<file path="src/rtl/map_pkg.sv">
// map_pkg: shared types and constants for the track-map scanner.
//   - cell_e  : 3-bit cell codes returned by the map ROM
//   - state_t : scanner FSM state encoding (IDLE/ISSUE/DRAIN/COMMIT)
//   - LANES_DEF / VIEW_DEF : default window geometry
package map_pkg;

  localparam int LANES_DEF = 5;
  localparam int VIEW_DEF  = 8;
  localparam int CELL_W    = 3;
  localparam int POS_W     = 11;

  typedef enum logic [2:0] {
    CELL_EMPTY = 3'd0,
    CELL_WALL  = 3'd1,
    CELL_COIN  = 3'd2
  } cell_e;

  typedef logic [1:0] state_t;
  localparam state_t ST_IDLE   = 2'd0;
  localparam state_t ST_ISSUE  = 2'd1;
  localparam state_t ST_DRAIN  = 2'd2;
  localparam state_t ST_COMMIT = 2'd3;

endpackage

</file>
<file path="src/rtl/map_addr_gen.sv">
// map_addr_gen: (row, lane) address walker for one window refresh.
// Ports:
//   clk, rst      : clock, synchronous active-high reset
//   clear         : restart the walk at (0,0) and flush in-flight captures
//   advance       : present the current address this cycle and step to the next
//   pos, map_len  : window base row and track length
//   index_x/y     : address to the map ROM (zero when not advancing)
//   last_flag     : current address is the final (VIEW-1, LANES-1) cell
//   cap_*         : (row, lane) delayed by RD_LAT, aligned with map_state;
//                   cap_zero marks a row past the end of the track
module map_addr_gen
  import map_pkg::*;
#(
  parameter int LANES  = LANES_DEF,
  parameter int VIEW   = VIEW_DEF,
  parameter int Y_W    = 7,
  parameter int RD_LAT = 1,
  localparam int RW    = (VIEW > 1) ? $clog2(VIEW) : 1
) (
  input  logic             clk,
  input  logic             rst,
  input  logic             clear,
  input  logic             advance,
  input  logic [POS_W-1:0] pos,
  input  logic [POS_W-1:0] map_len,
  output logic [2:0]       index_x,
  output logic [Y_W-1:0]   index_y,
  output logic             last_flag,
  output logic             cap_valid,
  output logic             cap_zero,
  output logic [RW-1:0]    cap_row,
  output logic [2:0]       cap_lane
);

  localparam logic [2:0]    LANE_MAX = 3'(LANES - 1);
  localparam logic [RW-1:0] ROW_MAX  = RW'(VIEW - 1);

  typedef struct packed {
    logic          valid;
    logic          zero;
    logic [RW-1:0] row;
    logic [2:0]    lane;
  } cap_t;

  logic [2:0]       lane_q, lane_d;
  logic [RW-1:0]    row_q, row_d;
  logic [POS_W-1:0] row_sum, y_clamp, y_full;
  logic             past_end;
  cap_t             cap_q [RD_LAT];
  cap_t             cap_d [RD_LAT];

  // Lane-major walk: all lanes of a row, then the next row; wraps to (0,0)
  // after the last cell so the next refresh starts clean.
  always_comb begin
    lane_d = lane_q;
    row_d  = row_q;
    if (clear) begin
      lane_d = '0;
      row_d  = '0;
    end else if (advance) begin
      if (lane_q == LANE_MAX) begin
        lane_d = '0;
        row_d  = (row_q == ROW_MAX) ? '0 : row_q + RW'(1);
      end else begin
        lane_d = lane_q + 3'd1;
      end
    end
  end

  // Rows beyond the track read as empty; the address is clamped to the last
  // real row so the ROM never sees an out-of-range index.
  assign row_sum   = pos + POS_W'(row_q);
  assign past_end  = (row_sum >= map_len);
  assign y_clamp   = map_len - POS_W'(1);
  assign y_full    = past_end ? y_clamp : row_sum;
  assign index_x   = advance ? lane_q : 3'd0;
  assign index_y   = advance ? Y_W'(y_full) : '0;
  assign last_flag = (lane_q == LANE_MAX) && (row_q == ROW_MAX);

  // Capture-index delay line, matched to the ROM read latency.
  always_comb begin
    cap_d[0].valid = advance & ~clear;
    cap_d[0].zero  = past_end;
    cap_d[0].row   = row_q;
    cap_d[0].lane  = lane_q;
    for (int i = 1; i < RD_LAT; i++) begin
      cap_d[i] = cap_q[i-1];
    end
    if (clear) begin
      for (int i = 0; i < RD_LAT; i++) begin
        cap_d[i].valid = 1'b0;
      end
    end
  end

  always_ff @(posedge clk) begin
    if (rst) begin
      lane_q <= '0;
      row_q  <= '0;
      for (int i = 0; i < RD_LAT; i++) begin
        cap_q[i] <= '0;
      end
    end else begin
      lane_q <= lane_d;
      row_q  <= row_d;
      for (int i = 0; i < RD_LAT; i++) begin
        cap_q[i] <= cap_d[i];
      end
    end
  end

  assign cap_valid = cap_q[RD_LAT-1].valid;
  assign cap_zero  = cap_q[RD_LAT-1].zero;
  assign cap_row   = cap_q[RD_LAT-1].row;
  assign cap_lane  = cap_q[RD_LAT-1].lane;

endmodule

</file>
<file path="src/rtl/map_scanner.sv">
// map_scanner: reads a VIEW-row window of the track map on each start/tick
// and publishes it atomically to the renderer, with hit/coin events for the
// player's lane.
// Ports:
//   clk, rst            : clock, synchronous active-high reset
//   start, tick         : single-cycle command pulses (start has priority)
//   player_lane         : lane used for hit/coin, sampled at commit
//   map_len             : track length in rows
//   map_state           : ROM cell data, valid RD_LAT cycles after address
//   index_x, index_y    : ROM address
//   view_cells          : packed window, cell (r,l) at [(r*LANES+l)*3 +: 3]
//   pos                 : current player row
//   busy                : refresh in progress
//   view_valid/hit/coin : one-cycle pulses when view_cells updates
//   end_of_map, overrun : sticky status flags
//   dbg_state           : FSM state for observation
// Interface contract: start/tick are fire-and-forget pulses with no ready;
// a tick arriving while busy is queued one deep, and any further tick while
// one is queued is dropped and flagged in overrun. view_valid marks the one
// cycle in which view_cells, hit and coin carry a fresh, complete window.
module map_scanner
  import map_pkg::*;
#(
  parameter int LANES  = LANES_DEF,
  parameter int VIEW   = VIEW_DEF,
  parameter int Y_W    = 7,
  parameter int RD_LAT = 1
) (
  input  logic                        clk,
  input  logic                        rst,
  input  logic                        start,
  input  logic                        tick,
  input  logic [2:0]                  player_lane,
  input  logic [POS_W-1:0]            map_len,
  input  logic [2:0]                  map_state,
  output logic [2:0]                  index_x,
  output logic [Y_W-1:0]              index_y,
  output logic [VIEW*LANES*CELL_W-1:0] view_cells,
  output logic [POS_W-1:0]            pos,
  output logic                        busy,
  output logic                        view_valid,
  output logic                        hit,
  output logic                        coin,
  output logic                        end_of_map,
  output logic                        overrun,
  output state_t                      dbg_state
);

  localparam int WIN_W = VIEW * LANES * CELL_W;
  localparam int RW    = (VIEW > 1) ? $clog2(VIEW) : 1;
  localparam int DW    = (RD_LAT > 1) ? $clog2(RD_LAT) : 1;
  localparam logic [DW-1:0] DRAIN_MAX = DW'(RD_LAT - 1);

  state_t           state_q, state_d;
  logic [POS_W-1:0] pos_q, pos_d;
  logic             pend_q, pend_d;
  logic             eom_q, eom_d;
  logic             ovr_q, ovr_d;
  logic             vv_q, vv_d;
  logic             hit_q, hit_d;
  logic             coin_q, coin_d;
  logic [DW-1:0]    drain_q, drain_d;
  logic [WIN_W-1:0] view_q, view_d;
  logic [WIN_W-1:0] shadow_q, shadow_d;

  logic             gen_clear, gen_adv, last_flag;
  logic             cap_valid, cap_zero;
  logic [RW-1:0]    cap_row;
  logic [2:0]       cap_lane;
  logic [POS_W-1:0] pos_last, pos_inc;
  logic             lane_ok, eom_set;
  logic [CELL_W-1:0] cell0;

  map_addr_gen #(
    .LANES  (LANES),
    .VIEW   (VIEW),
    .Y_W    (Y_W),
    .RD_LAT (RD_LAT)
  ) u_addr (
    .clk       (clk),
    .rst       (rst),
    .clear     (gen_clear),
    .advance   (gen_adv),
    .pos       (pos_q),
    .map_len   (map_len),
    .index_x   (index_x),
    .index_y   (index_y),
    .last_flag (last_flag),
    .cap_valid (cap_valid),
    .cap_zero  (cap_zero),
    .cap_row   (cap_row),
    .cap_lane  (cap_lane)
  );

  // pos never moves past the last row of the track.
  assign pos_last = map_len - POS_W'(1);
  assign pos_inc  = (pos_q >= pos_last) ? pos_last : pos_q + POS_W'(1);

  always_comb begin
    cell0   = '0;
    lane_ok = (int'(player_lane) < LANES);
    if (lane_ok) begin
      cell0 = shadow_q[int'(player_lane)*CELL_W +: CELL_W];
    end
  end

  always_comb begin
    state_d   = state_q;
    pos_d     = pos_q;
    pend_d    = pend_q;
    eom_d     = eom_q;
    ovr_d     = ovr_q;
    view_d    = view_q;
    vv_d      = 1'b0;
    hit_d     = 1'b0;
    coin_d    = 1'b0;
    drain_d   = drain_q;
    gen_clear = 1'b0;
    gen_adv   = 1'b0;
    eom_set   = 1'b0;
    if (start) begin
      // Restart from any state; an in-flight refresh is abandoned.
      pos_d     = '0;
      pend_d    = 1'b0;
      eom_d     = 1'b0;
      ovr_d     = 1'b0;
      drain_d   = '0;
      gen_clear = 1'b1;
      state_d   = ST_ISSUE;
    end else begin
      case (state_q)
        ST_IDLE: begin
          if (tick && !eom_q) begin
            pos_d   = pos_inc;
            state_d = ST_ISSUE;
          end
        end
        ST_ISSUE: begin
          gen_adv = 1'b1;
          if (tick) begin
            if (pend_q) ovr_d  = 1'b1;
            else        pend_d = 1'b1;
          end
          if (last_flag) begin
            drain_d = '0;
            state_d = ST_DRAIN;
          end
        end
        ST_DRAIN: begin
          if (tick) begin
            if (pend_q) ovr_d  = 1'b1;
            else        pend_d = 1'b1;
          end
          if (drain_q == DRAIN_MAX) state_d = ST_COMMIT;
          else                      drain_d = drain_q + DW'(1);
        end
        ST_COMMIT: begin
          view_d  = shadow_q;
          vv_d    = 1'b1;
          hit_d   = lane_ok && (cell0 == CELL_WALL);
          coin_d  = lane_ok && (cell0 == CELL_COIN);
          eom_set = (pos_q == pos_last);
          eom_d   = eom_q | eom_set;
          pend_d  = 1'b0;
          // A tick landing in this cycle counts as queued; if one was
          // already queued, the newcomer is the dropped one.
          if (tick && pend_q) ovr_d = 1'b1;
          if ((pend_q || tick) && !eom_set) begin
            pos_d   = pos_inc;
            state_d = ST_ISSUE;
          end else begin
            state_d = ST_IDLE;
          end
        end
        default: state_d = ST_IDLE;
      endcase
    end
  end

  // Shadow window fills as data returns; only COMMIT exposes it.
  always_comb begin
    shadow_d = shadow_q;
    if (cap_valid) begin
      shadow_d[(int'(cap_row)*LANES + int'(cap_lane))*CELL_W +: CELL_W] =
        cap_zero ? '0 : map_state;
    end
  end

  always_ff @(posedge clk) begin
    if (rst) begin
      state_q  <= ST_IDLE;
      pos_q    <= '0;
      pend_q   <= 1'b0;
      eom_q    <= 1'b0;
      ovr_q    <= 1'b0;
      vv_q     <= 1'b0;
      hit_q    <= 1'b0;
      coin_q   <= 1'b0;
      drain_q  <= '0;
      view_q   <= '0;
      shadow_q <= '0;
    end else begin
      state_q  <= state_d;
      pos_q    <= pos_d;
      pend_q   <= pend_d;
      eom_q    <= eom_d;
      ovr_q    <= ovr_d;
      vv_q     <= vv_d;
      hit_q    <= hit_d;
      coin_q   <= coin_d;
      drain_q  <= drain_d;
      view_q   <= view_d;
      shadow_q <= shadow_d;
    end
  end

  assign view_cells = view_q;
  assign pos        = pos_q;
  assign busy       = (state_q != ST_IDLE);
  assign view_valid = vv_q;
  assign hit        = hit_q;
  assign coin       = coin_q;
  assign end_of_map = eom_q;
  assign overrun    = ovr_q;
  assign dbg_state  = state_q;

endmodule
</file>
<file path="config.mk">
export PLATFORM = sky130hd
export DESIGN_NAME = map_scanner
export DESIGN_NICKNAME = d
export VERILOG_FILES = /design/src/rtl/map_pkg.sv /design/src/rtl/map_addr_gen.sv /design/src/rtl/map_scanner.sv
export SDC_FILE = /design/constraint.sdc
export NUM_CORES = 1
export LEC_CHECK = 0
export CAP_MARGIN = 20
export CORE_MARGIN = 2
export CORE_UTILIZATION = 49
export CTS_BUF_LIST = sky130_fd_sc_hd__clkbuf_16
export CTS_CLUSTER_SIZE = 40
export DETAILED_ROUTE_END_ITERATION = 7
export HOLD_SLACK_MARGIN = 0.02
export PLACE_DENSITY = 0.75
export SETUP_SLACK_MARGIN = 0.02
export SLEW_MARGIN = 20
export SYNTH_ARGS = -nofsm -noshare
export SYNTH_HDL_FRONTEND = slang
export SYNTH_SLANG_ARGS = --single-unit
export TNS_END_PERCENT = 50
</file>
<file path="constraint.sdc">
create_clock -name clk -period 3.5 [get_ports clk]
set_clock_uncertainty 0.2 [all_clocks]
set_input_delay 0.525 -clock clk [delete_from_list [all_inputs] [get_ports clk]]
set_output_delay 0.525 -clock clk [all_outputs]
set_load 0.05 [all_outputs]
</file>
Word-level counts from Yosys, hierarchy flattened --
Memory sizes are Yosys's and may differ from the RTL's. Index checks and enable logic that the tools add are counted. W data, S select, Z words.
Word-level totals: memories kept 1, bits in registers 266, memory bits (read-only) 0, output and inout port bits 149, bits in writable memories 8, latch bits 0
Memory list:
- u_addr.cap_q | words 1, bits a word 8, rd ports 1, clocked after Yosys merged registers in 0, wr ports 1, RTL line map_addr_gen.sv:49 | cap_t cap_q [RD_LAT];
Cells by class: multipliers 3, equality and inequality tests 18, shifts and indexed selects 3, bitwise logic cells 5, reduce and logical (&&, ||, !) cells 27, multiplexer cells 37, order comparisons 3, divide/modulo/power cells 0, $add $sub $neg 8
Operators with widths (count):
- $bwmux W120 | 1
- $shift A3 B33 Y120 const A | 1
- $shiftx A120 B6 Y3 | 1
- $shiftx A3 B33 Y120 | 1
- $mux W11 | 3
- $neg A9 Y33 | 1
- $ge A11 B11 Y1 | 2
- $pmux W11 S2 | 1
- $mux W1 | 17
- $mux W3 | 5
- $mux W7 | 2
- $add A11 B1 Y11 const B | 1
- $add A11 B3 Y11 | 1
- $eq A11 B11 Y1 | 1
- $sub A11 B1 Y11 const B | 1
- $ne A2 B2 Y1 const B | 5
- $mul A7 B2 Y9 const B | 1
- $ne A3 B3 Y1 const B | 3
- $reduce_and A3 Y1 | 3
- $mux W8 | 1
- $pmux W2 S4 | 1
- $reduce_and A2 Y1 | 4
- $reduce_bool A2 Y1 | 4
- $reduce_or A8 Y1 | 1
- other kinds (24) | 42

Depth between registers and ports, before layout --
word-level depth 7, mapped depth 16, depth with buffers taken out 15

By module --
Synthesis repeated with hierarchy kept, for this count alone.
Second synthesis, totals: cells, all modules 1409, area total of the unflattened synthesis 12100.4 sq um
By module, submodules not included:
- map_scanner | times used 1, area an instance 10846.7 sq um, cells an instance 1256, seq. area each 5185.0 sq um
- map_addr_gen | times used 1, area an instance 1253.7 sq um, cells an instance 153, seq. area each 280.3 sq um

Worst setup path before layout --
Ideal clock, no wire load.
kind flip-flop to output port, start point reg pos_q[0], in the netlist pos[0], end point out index_y[4], path buffers 1, cell stages (with the launch flop) 16, setup slack -1.357 ns, arrival 4.132 ns, cell sequence dfxtp_1 ha_1 inv_1 fa_1 inv_1 a21o_1 nor2b_1 nand2b_1 xnor2_1 ha_1 o21ai_0 nand2b_1 a21boi_0 a41oi_1 clkbuf_1 o31ai_1
Between the ends: word-level cells in the longest chain between the ends 4
Ends and longest elaborated chain:
- start, declared | RTL line map_scanner.sv:55 | logic [POS_W-1:0] pos_q, pos_d;
- start signal, assigned | RTL line map_scanner.sv:204 | pos_q <= pos_d;
- $add A11 B3 Y11 (*) | RTL line map_addr_gen.sv:72 | assign row_sum = pos + POS_W'(row_q);
- $ge A11 B11 Y1 | RTL line map_addr_gen.sv:73 | assign past_end = (row_sum >= map_len);
- $mux W7 (*) | RTL line map_addr_gen.sv:75 | assign y_full = past_end ? y_clamp : row_sum;
- $mux W7 (*) | RTL line map_addr_gen.sv:77 | assign index_y = advance ? Y_W'(y_full) : '0;
- end, declared | RTL line map_scanner.sv:37 | output logic [Y_W-1:0] index_y,
Mark *: on every way between the ends. The rest lies on a longest branch, timed or not.

Final worst setup path --
start point reg u_addr.row_q[0], end point out index_y[5]
Between the ends: word-level cells in the longest chain between the ends 4
Ends and longest elaborated chain:
- start, declared | RTL line map_addr_gen.sv:46 | logic [RW-1:0] row_q, row_d;
- start signal, assigned | RTL line map_addr_gen.sv:105 | row_q <= row_d;
- $add A11 B3 Y11 (*) | RTL line map_addr_gen.sv:72
- $ge A11 B11 Y1 | RTL line map_addr_gen.sv:73
- $mux W7 (*) | RTL line map_addr_gen.sv:75
- $mux W7 (*) | RTL line map_addr_gen.sv:77
Marked as above.

==> reports/results.ini <==
[power]
power_mw=6.25
p_leak_nw=5.76
ir_drop_v=0.000322
switching_share=0.225
intPower_mw=4.84
power_switching_mw=1.41
power_density_nw_per_um2=401
p_clk_frac=0.447
sequentialPowerShare=0.499
pwr-share-comb=0.054

[critical_path]
crit_arrival_ps=3610
cp_slowest_cell=o211ai_1
startpoint=u_addr.row_q[0]
path_cells=ha_4 -> inv_2 -> fa_2 -> inv_2 -> a21o_1 -> nand4_1 -> xnor2_1 -> ha_1 -> nand4_1 -> o211ai_1 -> a41oi_4 -> buf_12 -> buf_12 -> o31ai_4 -> buf_12
cp-endpoint=index_y[5]
worstPathRequired_ps=2770
cp_max_fo=8
end_kind=output port
path_buf_inv=5
crit_family=compound AO/OA/AOI/OAI gates
cpPeakStageDelay_ps=380
cp_common_cell=buf_12
worstReg2RegStart=u_addr.cap_q[0][3]
rrSetupSlack_ps=120
rr_endpoint=shadow_q[80]
crit_type=register to output port
cp_num_cells=15
rr_worst_depth=10
startpoint_type=register

[timing]
grt_setup_unrepaired=true
tightest_slew_ps=795
hold-worst-slack_ps=174
fin_crit_sh=1.24
tns_ps=-5430
worst_slack_ps=-833
fin_crit_ps=4330
slew_viol_final=0
max_freq_mhz=231
setup_viol=7
final_hold_viol_count=0
maxSlewHeadroom=0.470

[route]
drc_errors=0
avgViaCountPerCell=5.23
num_vias=9955
first_pass_iters=5
ant_nets=0
wl_per_cell_um=15.9
postRouteWirelength_um=30300
drtIter0Drc=582

[placed_design]
globalplace.congestion=0.875
place_area_um2=14600
io_buffers=169
dp_hpwl_um=20700

[logic_synthesis]
synth-main-ff-cell=dfxtp_1
yosysMostFrequentCell=dfxtp_1
ys_top_cells_by_count=dfxtp_1, nand2_1, a21oi_1
synth_area_leaders=dfxtp_1, mux2i_1, nand2_1
synth_top_area_cell=dfxtp_1
synth_cells=1373
syn_area_per_cell_um2=8.67
synth_nets=1441
synth_edf_count=0
syn_area_um2=11900
synth_top_area_share=0.459
ys_warn_count=0
async_reset_ff_frac=0
ys_types=56
ys_seq_elements=273
synth_seq_area_share=0.459

[clocking]
h-tree-depth=1
tritoncts=built
clk_pin_slew_ps=60
root_buffer=clkbuf_16
cts_num_sinks=273
insertion_delay_ps=540
cts-buffers-inserted=28
clk_path_buf_depth=3

[global_route]
grt_overflow=0
grt_pass1_vias=9612
gr-usage-all-layers=0.230
antenna_found_initial=0
grt_pass1_wl_um=49100
grt_max_degree=127

[floorplan]
core-area_um2=24100
ioPinCount=170
fp.dieH_um=160
rows=57
start_util=0.494
fp.dieW_um=160
die-area_um2=25600

[outcome]
status=finished with violations
failed_checks=negative setup slack

[finish]
syn2layout_area_growth_pct=30.8
fill_cells=2006
fin_area_um2=15600
layout-drive-gt1-share=0.124
fin_nets=1627
diodes=0

[flow_run]
drv_cap=0

[worst_hold_path]
hold_path_class=input pin to register

[per-layer routing]
| layer | GRT usage | up-vias | share of wire |
|---|---|---|---|
| met5 | 0 | - | 0 |
| met4 | 0.0680 | 0 | 0.028 |
| met3 | 0.0330 | 61 | 0.043 |
| met2 | 0.379 | 244 | 0.46 |
| met1 | 0.315 | 4709 | 0.47 |
| li1 | - | 4941 | - |
[sequential cells by signal, indices dropped and copies added (netlist names), 2 cells and up]
name / flops
u_addr.row_q: 3
pos: 11
view_cells: 120
dbg_state: 2
shadow_q: 120
u_addr.lane_q: 3
u_addr.cap_q: 8
[stage by stage]
step	setup WS [ps]	util	std cells
global route	-967	0.646	1903
floorplan	-274	-	1373
global placement	-239	0.606	1851
detailed placement	-305	0.606	1851
finish	-833	0.646	1903
CTS	-832	0.643	1903
[power groups by stage]
stage / clock (mW) / sequential [mW] / combinational, mW
6_report: 2.80 / 3.12 / 0.335
5_1_grt: 2.99 / 3.12 / 0.363
4_1_cts: 2.85 / 3.12 / 0.334
3_5_place_dp: 0 / 3.19 / 0.331
3_3_place_gp: 0 / 3.19 / 0.328
2_1_floorplan: 0 / 3.20 / 0.189
[area by class of cell]
type	count	area, um^2	share of cell area
Tap cell	324	405	0.0260
Sequential cell	273	5480	0.352
Multi-Input combinational cell	966	6190	0.398
Timing Repair Buffer	252	2490	0.160
Clock buffer	28	701	0.0450
Clock inverter	22	163	0.0104
Inverter	38	143	0.00916
[layout by cell type (no fill, tap or decap), types with 3 or more instances in the layout]
master           count
inv_1               42
xor2_1               4
o21ai_0             21
or3_1                8
buf_12              16
a22oi_1              7
buf_4               77
o31ai_1              5
dfxtp_1            265
dfxtp_2              6
nor2b_1              8
mux4_2               3
nor2_4               4
clkinv_2             5
nand2_1            270
nand2b_1           125
clkinv_1             6
nand3b_1             6
a21o_1               6
nor3_1               6
o31ai_4              5
nand4_1              7
xnor2_1             17
and3_1               7
a21oi_1            143
clkdlybuf4s50_1    158
nand3_2              5
nor2_2               7
a211oi_1             5
nor2_1              55
nand3_1             24
or3_4                3
mux2i_1            118
clkbuf_16           28
ha_1                44
[what timing repair did]
item | CTS | global route
buffers inserted | 2 | 0
pin swaps | 3 | 2
gates resized for setup | 11 | 21
hold buffers | 0 | 0
setup endpoints to repair | 37 | 97
[how the worst min path moves through the flow]
stage / cells past startpoint / from / slack, ps / end
finish: 2 / rst / 170 / view_cells[75]
global placement: 2 / overrun / 240 / overrun
global route: 2 / rst / 180 / u_addr.cap_q[0][1]
CTS: 2 / rst / 140 / u_addr.cap_q[0][1]
floorplan: 2 / shadow_q[51] / 230 / view_cells[51]
detailed placement: 2 / overrun / 240 / overrun
[cells by family after synthesis]
| kind of cell | synth area share |
|---|---|
| AND/OR/NAND/NOR | 0.221 |
| flip-flops | 0.459 |
| AO/OA/AOI/OAI | 0.102 |
| buffers and inverters | 0.0442 |
| multiplexers | 0.107 |
| adder cells (fa/ha/maj) | 0.0507 |
| XOR/XNOR | 0.0162 |
Note: power is estimated with default switching activity, not from simulation.
